**src/rtl/hilo_div_ctrl_if.sv**
```systemverilog
// hilo_div_ctrl_if: bundles the control-unit request/status signals, the
// architectural HI/LO outputs and the divider-side operand/result signals.
//   start_div/mthi/mtlo, rs_val, rt_val : requests from the control unit
//   busy, done, div_zero, hi, lo        : status and HI/LO back to the control unit
//   div_a, div_b, div_init              : operands and start pulse to the divider
//   div_hi, div_lo                      : remainder / quotient from the divider
// slave  = the sequencer's view, master = the control unit / divider side.
interface hilo_div_ctrl_if;
  logic        start_div;
  logic        mthi;
  logic        mtlo;
  logic [31:0] rs_val;
  logic [31:0] rt_val;
  logic [31:0] div_a;
  logic [31:0] div_b;
  logic        div_init;
  logic [31:0] div_hi;
  logic [31:0] div_lo;
  logic        busy;
  logic        done;
  logic        div_zero;
  logic [31:0] hi;
  logic [31:0] lo;

  modport slave (
    input  start_div, mthi, mtlo, rs_val, rt_val, div_hi, div_lo,
    output div_a, div_b, div_init, busy, done, div_zero, hi, lo
  );

  modport master (
    output start_div, mthi, mtlo, rs_val, rt_val, div_hi, div_lo,
    input  div_a, div_b, div_init, busy, done, div_zero, hi, lo
  );
endinterface

```
**src/rtl/hilo_div_ctrl.sv**
```systemverilog
// hilo_div_ctrl: sequencer and HI/LO holder in front of the iterative divider.
// Screens divide requests for a zero divisor, latches operands, pulses the
// divider start, waits DIV_CYCLES cycles and captures remainder/quotient into
// HI/LO. Also services MTHI/MTLO writes while idle.
//   clk   : system clock, rising edge
//   reset : asynchronous, active-low
//   bus   : hilo_div_ctrl_if.slave (requests, status, HI/LO, divider signals)
module hilo_div_ctrl #(
  parameter int unsigned DIV_CYCLES = 34
) (
  input  logic           clk,
  input  logic           reset,
  hilo_div_ctrl_if.slave bus
);

  localparam int unsigned DW = 32;
  localparam int unsigned CW = 6;

  typedef enum logic [1:0] {
    S_IDLE   = 2'd0,
    S_LAUNCH = 2'd1,
    S_WAIT   = 2'd2
  } state_t;

  state_t          r_state;
  logic [CW-1:0]   r_cnt;
  logic [DW-1:0]   r_div_a;
  logic [DW-1:0]   r_div_b;
  logic [DW-1:0]   r_hi;
  logic [DW-1:0]   r_lo;
  logic            r_done;
  logic            r_div_zero;
  logic            w_busy;
  logic            w_div_init;

  // Sequencer: idle/launch/wait with HI/LO capture and move handling.
  always_ff @(posedge clk or negedge reset) begin
    if (!reset) begin
      r_state    <= S_IDLE;
      r_cnt      <= '0;
      r_div_a    <= '0;
      r_div_b    <= '0;
      r_hi       <= '0;
      r_lo       <= '0;
      r_done     <= 1'b0;
      r_div_zero <= 1'b0;
    end else begin
      r_done     <= 1'b0;
      r_div_zero <= 1'b0;
      case (r_state)
        S_IDLE: begin
          // A divide request wins; a move in the same cycle is dropped.
          if (bus.start_div) begin
            if (bus.rt_val == '0) begin
              r_div_zero <= 1'b1;
            end else begin
              r_div_a <= bus.rs_val;
              r_div_b <= bus.rt_val;
              r_state <= S_LAUNCH;
            end
          end else begin
            if (bus.mthi) r_hi <= bus.rs_val;
            if (bus.mtlo) r_lo <= bus.rs_val;
          end
        end
        S_LAUNCH: begin
          r_cnt   <= CW'(DIV_CYCLES - 1);
          r_state <= S_WAIT;
        end
        S_WAIT: begin
          // Results are valid in the cycle the counter reads zero.
          if (r_cnt == '0) begin
            r_hi    <= bus.div_hi;
            r_lo    <= bus.div_lo;
            r_done  <= 1'b1;
            r_state <= S_IDLE;
          end else begin
            r_cnt <= r_cnt - CW'(1);
          end
        end
        default: r_state <= S_IDLE;
      endcase
    end
  end

  // Status decoded straight from state so they drop as soon as reset hits.
  assign w_busy     = (r_state != S_IDLE);
  assign w_div_init = (r_state == S_LAUNCH);

  assign bus.busy     = w_busy;
  assign bus.div_init = w_div_init;
  assign bus.div_a    = r_div_a;
  assign bus.div_b    = r_div_b;
  assign bus.hi       = r_hi;
  assign bus.lo       = r_lo;
  assign bus.done     = r_done;
  assign bus.div_zero = r_div_zero;

endmodule

```
**src/flat_wrapper.sv**
```systemverilog
// flat-port wrapper written by rule: the top's interface ports become plain ports
module hilo_div_ctrl_flat 
#(
  parameter int unsigned DIV_CYCLES = 34
)
  (clk, reset, bus_start_div, bus_mthi, bus_mtlo, bus_rs_val, bus_rt_val, bus_div_hi, bus_div_lo, bus_div_a, bus_div_b, bus_div_init, bus_busy, bus_done, bus_div_zero, bus_hi, bus_lo);
  hilo_div_ctrl_if bus_i ();
  input  logic clk;
  input  logic reset;
  input wire logic [$bits(bus_i.start_div)-1:0] bus_start_div;
  input wire logic [$bits(bus_i.mthi)-1:0] bus_mthi;
  input wire logic [$bits(bus_i.mtlo)-1:0] bus_mtlo;
  input wire logic [$bits(bus_i.rs_val)-1:0] bus_rs_val;
  input wire logic [$bits(bus_i.rt_val)-1:0] bus_rt_val;
  input wire logic [$bits(bus_i.div_hi)-1:0] bus_div_hi;
  input wire logic [$bits(bus_i.div_lo)-1:0] bus_div_lo;
  output wire logic [$bits(bus_i.div_a)-1:0] bus_div_a;
  output wire logic [$bits(bus_i.div_b)-1:0] bus_div_b;
  output wire logic [$bits(bus_i.div_init)-1:0] bus_div_init;
  output wire logic [$bits(bus_i.busy)-1:0] bus_busy;
  output wire logic [$bits(bus_i.done)-1:0] bus_done;
  output wire logic [$bits(bus_i.div_zero)-1:0] bus_div_zero;
  output wire logic [$bits(bus_i.hi)-1:0] bus_hi;
  output wire logic [$bits(bus_i.lo)-1:0] bus_lo;
  assign bus_i.start_div = bus_start_div;
  assign bus_i.mthi = bus_mthi;
  assign bus_i.mtlo = bus_mtlo;
  assign bus_i.rs_val = bus_rs_val;
  assign bus_i.rt_val = bus_rt_val;
  assign bus_i.div_hi = bus_div_hi;
  assign bus_i.div_lo = bus_div_lo;
  assign bus_div_a = bus_i.div_a;
  assign bus_div_b = bus_i.div_b;
  assign bus_div_init = bus_i.div_init;
  assign bus_busy = bus_i.busy;
  assign bus_done = bus_i.done;
  assign bus_div_zero = bus_i.div_zero;
  assign bus_hi = bus_i.hi;
  assign bus_lo = bus_i.lo;
  hilo_div_ctrl #(.DIV_CYCLES(DIV_CYCLES)) u_core (.clk(clk), .reset(reset), .bus(bus_i));
endmodule
```
**config.mk**
```make
export PLATFORM = sky130hd
export DESIGN_NAME = hilo_div_ctrl_flat
export DESIGN_NICKNAME = d
export VERILOG_FILES = /design/src/rtl/hilo_div_ctrl_if.sv /design/src/rtl/hilo_div_ctrl.sv /design/src/flat_wrapper.sv
export SDC_FILE = /design/constraint.sdc
export NUM_CORES = 1
export LEC_CHECK = 0
export CORE_MARGIN = 2
export CORE_UTILIZATION = 43
export CTS_CLUSTER_SIZE = 28
export DETAILED_ROUTE_END_ITERATION = 8
export HOLD_SLACK_MARGIN = 0.02
export MAX_ROUTING_LAYER = met4
export PLACE_DENSITY = 0.93
export REMOVE_ABC_BUFFERS = 1
export SYNTH_ARGS = -nofsm -noshare
export SYNTH_HDL_FRONTEND = slang
export SYNTH_SLANG_ARGS = --single-unit
export TNS_END_PERCENT = 5
```
**constraint.sdc**
```tcl
create_clock -name clk -period 2.45 [get_ports clk]
set_input_delay 0.245 -clock clk [delete_from_list [all_inputs] [get_ports clk]]
set_output_delay 0.245 -clock clk [all_outputs]
set_load 0.02 [all_outputs]
```
==> run_results.csv, run 1 <==
group,metric,value,unit
outcome,status,"finished clean",
global_route,grt_max_degree,64,
sta,setup_slack,0.1639,ns
routing,vias,4468,
pwr,power.internal,0.008803,W
layout,fin_nets,818,
routing,antenna_left,0,
setup_path,cpLargestDelayFamily,"buffers and inverters",
setup_path,arrival,2.04,ns
pwr,finalPower,0.01344,W
global_route,antenna_found_initial,0,
sta,setup_viol,0,
run,cap_violations,0,
synthesis,syn_area,6210,sq um
synthesis,yosys-top-cells-area,"dfrtp_1, mux2_2, mux2_1",
global_route,grt_usage,0.2189,
pwr,p_sw_frac,0.3449,
clocking,insertion_delay,0.41,ns
synthesis,synth_top_cell_by_area,"dfrtp_1",
pwr,combPwrFrac,0.491,
setup_path,crit_chain,"or2b_1 -> inv_1 -> clkdlybuf4s50_1",
routing,drt_iter0_drc,166,
layout,drive_gt1_frac,0.2734,
setup_path,cp-start-kind,"register",
sta,tns,0,ns
layout,nFillCells,964,
global_route,grt_pass1_vias,4797,
setup_path,crit_slowest_cell,"clkdlybuf4s50_1",
clocking,tritoncts,"done",
clocking,clk_pin_slew,0.06,ns
global_route,grt_pass1_wl,24.65,mm
routing,drc,0,
sta,relSlewSlack,0.6808,
die,die_h,124.2,um
synthesis,synthArstFlopShare,1.000,
clocking,postCtsSetupBuffers,0,
synthesis,ys_seq_area_frac,0.5561,
layout,diodes,0,
place,placedCellCount,843,
die,io_pins,265,
sta,hold_violations,0,
layout,fin_cells,875,
sta,finalCritPeriodShare,0.9331,
routing,viasPerCell,5.106,
pwr,leakagePower,3.971,nW
pwr,power_density,1387,nW/um^2
die,chipWidth,124.2,um
sta,maxSlewViolCount,0,
setup_path,max_stage_delay,0.64,ns
pwr,p_sw,0.004635,W
synthesis,synth.most_common_cell,"dfrtp_1",
synthesis,syn_avg_cell_area,15.22,sq um
sta,min_period,2.286,ns
setup_path,worstPathRequired,2.20,ns
clocking,cts-root-buf,"clkbuf_16",
place,dp_hpwl,12.09,mm
sta,tightest_slew,0.4788,ns
routing,wirelength,16.22,mm
synthesis,synth_edf_count,0,
place,place_worst_setup_slack,-0.006229,ns
pwr,power_frac_seq,0.308,
sta,whs,0.3417,ns
routing,drt-wirelength-per-cell,18.53,um
die,initial_core_util,0.4439,
setup_path,crit_type,"reg2out",
synthesis,ys_ff_latch,138,
clocking,cts_made_buffers,17,
pwr,p_clk_frac,0.201,
global_route,globalRoute.totalOverflow,0,
clocking,cts.sinks,138,
die,die-area,15420,sq um
clocking,htree_levels,4,
layout,syn2layout_area_growth,55.99,%
synthesis,synth_ff_type,"dfrtp_1",
clocking,ctsLongestPathBuffers,2,
sta,rsz0062_at_grt,"false",
place,place_congestion,0.8933,
min_path,hp-class,"in2async",
synthesis,yosysWarnings,0,
die,placementRows,43,
setup_path,endpoint_kind,"primary output",
synthesis,synth_cells,408,
synthesis,synthTopCellsByCount,"dfrtp_1, mux2_2, mux2_1",
sta,fmax,437.4,MHz
pwr,vdd_drop_max,0.8277,mV
sta,fin_skew,0.005880,ns
setup_path,critPathBufInv,2,
routing,first_pass_iters,4,
place,port_buffers,264,
die,coreArea,13990,sq um
setup_path,cp_max_fo,5,
synthesis,ys_types,31,
synthesis,synth_top_area_frac,0.5561,
## layout by cell type (no fill, tap or decap), drive strengths merged, types with 2 or more instances in the layout
master	count
xor2	3
nand4	3
ha	2
nor2b	2
clkinv	2
dfrtp	138
buf	13
clkdlybuf4s50	263
nor2	6
nor3	4
mux2i	2
a21oi	3
nand3	3
o211ai	2
nand2	5
clkbuf	24
o21ai	2
nor4	8
bufinv	4
mux2	192
inv	6
## per-layer routing
layer,global-route usage,part of all wire,vias to the layer above
met1,0.2304,0.38,2256
met3,0.05952,0.059,29
met5,-,0,-
met4,0.07865,0.023,0
met2,0.3928,0.54,155
li1,-,-,2028
## power groups by stage
stage               registers, W  logic [W]  clock network (W)
finish                   0.00413    0.00660            0.00270
detailed placement       0.00415    0.00663                  0
global route             0.00427    0.00699            0.00285
CTS                      0.00414    0.00668            0.00274
floorplan                0.00539    0.00218                  0
global placement         0.00406    0.00647                  0
## per-stage QoR
| stage | area, sq um | utilization |
|---|---|---|
| after floorplan | 6033 | - |
| after global placement | 9047 | 0.6468 |
| after detailed placement | 9047 | 0.6468 |
| after CTS | 9687 | 0.6925 |
| after global routing | 9687 | 0.6925 |
| final | 9687 | 0.6925 |
## cells by family (layout without fill, tap and decap cells)
kind of cell | count (synthesis) | count (layout) | synth area share
compound gates | 9 | 9 | 0.01330
xor+xnor | 3 | 3 | 0.004232
fa+ha+maj | 2 | 2 | 0.004029
buf+inv | 27 | 314 | 0.03204
flops | 138 | 138 | 0.5561
mux | 194 | 194 | 0.3587
simple gates | 35 | 35 | 0.03164
## final cells by class
type,instances,area (sq um),share of cell area
flip-flops and latches,138,3453,0.3565
repair buffers,277,2794,0.2884
multi-input cells,243,2562,0.2645
clock buffers,24,491.7,0.05076
well taps,180,225.2,0.02325
clock inverters,7,137.6,0.01421
inverters,6,22.52,0.002325
## final timing paths
path / startpoint / end / slack [ns] / depth (start not counted)
max: u_core.r_state[0] / bus_div_init / 0.16 / 3
min: reset / u_core.bus.div_b[22] / 0.34 / 2
max reg2reg: u_core.r_cnt[0] / u_core.bus.hi[3] / 0.31 / 7
min reg2reg: u_core.bus.div_b[19] / u_core.bus.div_b[19] / 0.49 / 1
max in group asynchronous: reset / u_core.bus.hi[21] / 1.37 / 3
min in group clk: bus_rt_val[15] / u_core.bus.div_b[15] / 0.46 / 2
## what timing repair did
item / CTS / global route
gates resized for setup: 0 / 0
hold buffers: 1 / 0
endpoints found under the hold margin: 49 / 0
## sequential cells by signal, indices dropped and copies added (netlist names)
name	count
u_core.bus.done	1
u_core.r_state	2
u_core.bus.hi	32
u_core.bus.div_b	32
u_core.bus.div_a	32
u_core.bus.div_zero	1
u_core.bus.lo	32
u_core.r_cnt	6
(Power assumes the default switching activity.)
==> inputs of run 2 (changes only) <==
--- a/config.mk
+++ b/config.mk
@@ -5,6 +5,7 @@
 export SDC_FILE = /design/constraint.sdc
 export NUM_CORES = 1
 export LEC_CHECK = 0
+export CAP_MARGIN = 10
 export CORE_MARGIN = 2
 export CORE_UTILIZATION = 43
 export CTS_CLUSTER_SIZE = 28
@@ -13,6 +14,7 @@
 export MAX_ROUTING_LAYER = met4
 export PLACE_DENSITY = 0.93
 export REMOVE_ABC_BUFFERS = 1
+export SETUP_SLACK_MARGIN = 0.05
 export SYNTH_ARGS = -nofsm -noshare
 export SYNTH_HDL_FRONTEND = slang
 export SYNTH_SLANG_ARGS = --single-unit
==> results of run 2 <==
Final layout, timing and power as in run 1 (identical DEF).
==> patch (settings of run 2) <==
Re-encode `state_t` (3 states) as one-hot, 3 bits wide.
--- a/src/rtl/hilo_div_ctrl.sv
+++ b/src/rtl/hilo_div_ctrl.sv
@@ -17,8 +17,8 @@
   localparam int unsigned CW = 6;
 
-  typedef enum logic [1:0] {
-    S_IDLE   = 2'd0,
-    S_LAUNCH = 2'd1,
-    S_WAIT   = 2'd2
+  typedef enum logic [2:0] {
+    S_IDLE   = 3'b001,
+    S_LAUNCH = 3'b010,
+    S_WAIT   = 3'b100
   } state_t;
 
Formal check against the unedited RTL: same outputs for any inputs over 4 cycles, from zero or initial values and one cycle with reset low; so few cycles prove little.
==> patch against run 2 <==
  * Setup slack better by 0.067 ns
  * Sequential cell count up 1
  * Hold slack improved by 0.037 ns
  * Critical path depth did not move
  * Area after synthesis fell by 6.0%
  * Routed wire length increased by 2.0%
  * Final area is 4.2% lower
  * Power down 9.2%
  * Die area fell by 5.9%
==> patch: results (changes against run 2) <==
Final layout
  – Share of cells above drive strength 1: 0.0968 (-0.177)
  – Nets: 909 (+11%)
  – Final Non-Filler Cells: 961 (+9.8%)
  – Fillers: 940 (-2.5%)

Detailed routing
  – Via/cell ratio: 5.12 (+0.24%)
  – Routed WL: 16500 um (+2.0%)
  – DR iter-0 viols: 241 (+45%)

Power
  – Worst VDD drop: 0.000965 V (+17%)
  – Clk. pwr: 2.49 mW (-7.8%)
  – Sw frac: 0.363 (+0.0177)
  – Cell Pwr Density: 1310 nW/um^2 (-5.2%)

Global route
  – First-pass GRT wire length: 25900 um (+5.1%)
  – Total GRT Usage: 0.240 (+0.0212)
  – Vias in the first global route: 5185 (+8.1%)

Place
  – Dpl ws: -0.0321 ns (-0.0259 ns)
  – Placed insts: 930 (+10%)
  – Final HPWL DP: 12200 um (+0.89%)
  – Placer Congestion: 0.822 (-8.0%)

Run status
  – Status: finished, final reports clean

Synth
  – Sequential element share of the synthesized area: 0.596 (+0.0403)
  – Netlist cell types: 35 (+13%)
  – Synth Area in Compound Gates: 0.124 (+0.111)
  – Synth cell count leaders: dfrtp_1 (138), nand2_1 (69), a21oi_1 (65), o21ai_0 (53), mux2_1 (38)
  – Post-Synth XOR/XNOR Area: 0.00300 (-0.00123)
  – Adder-Cell Fraction of Synth Area: 0.00429 (+0.000259)

Timing
  – Slew @ Worst Pin: 0.646 ns (+0.167 ns)
  – Final Skew: 0.00484 ns (-0.00104 ns)

Setup path
  – Crit-path max FO: 4 (-1)
  – Worst R2R Setup Slack: 0.41 ns (+0.10 ns)
  – Critical Path AT: 1.97 ns (-0.07 ns)
  – Register-to-Register Path Depth: 6 (-1)
  – Reg2reg end: u_core.bus.hi[15]$_DFFE_PN0P_
[patch: cell count changes after synthesis, sizes merged, moves of 2 or more]
cell and change:
a21oi +62, a32oi +2, buf -3, clkbuf +12
mux2 -128, nand2 +64, nand3 -2, nor2 -3
nor2b +32, nor3b +2, o21ai +63, xor2 -2
[patch: what timing repair did]
| item | CTS | global route |
|---|---|---|
| hold buffers | 1 | 0 |
| resized for setup | 0 | 0 |
| setup buffers | 0 | 0 |
| hold endpoints to repair | 57 | 0 |
[patch: worst max-delay path by stage]
stage                                  start                         endpoint  slack (ns)  depth (start not counted)
2_1_floorplan  u_core.r_state[1]$_DFFE_PN0P_    u_core.bus.hi[13]$_DFFE_PN0P_       -1.86                          4
3_3_place_gp                  bus_rt_val[25]  u_core.bus.div_a[0]$_DFFE_PN0P_        0.02                          6
3_5_place_dp                  bus_rt_val[24]  u_core.bus.div_b[5]$_DFFE_PN0P_       -0.03                          6
4_1_cts        u_core.r_state[0]$_DFFE_PN1P_                         bus_busy        0.18                          3
5_1_grt        u_core.r_state[0]$_DFFE_PN1P_                         bus_busy        0.13                          3
6_report       u_core.r_state[0]$_DFFE_PN1P_                         bus_busy        0.23                          3
[patch: layer usage]
layer / up-vias / part of all wire / global-route usage
li1: 2307 / - / -
met1: 2367 / 0.38 / 0.258
met2: 208 / 0.51 / 0.409
met3: 37 / 0.078 / 0.0755
met4: 0 / 0.029 / 0.103
met5: - / 0 / -
[patch: cell type report]
cell class / count / area share
clock inverters: 8 / 0.00997
flip-flops and latches: 139 / 0.375
multi-input cells: 335 / 0.236
inverters: 6 / 0.00243
repair buffers: 275 / 0.301
clock buffers: 22 / 0.0522
well taps: 176 / 0.0237
[patch: critical path: stages (launching register included)]
cell and delay, ns:
dfstp_2 0.56, nor3b_2 0.37, inv_1 0.08, clkdlybuf4s50_1 0.55
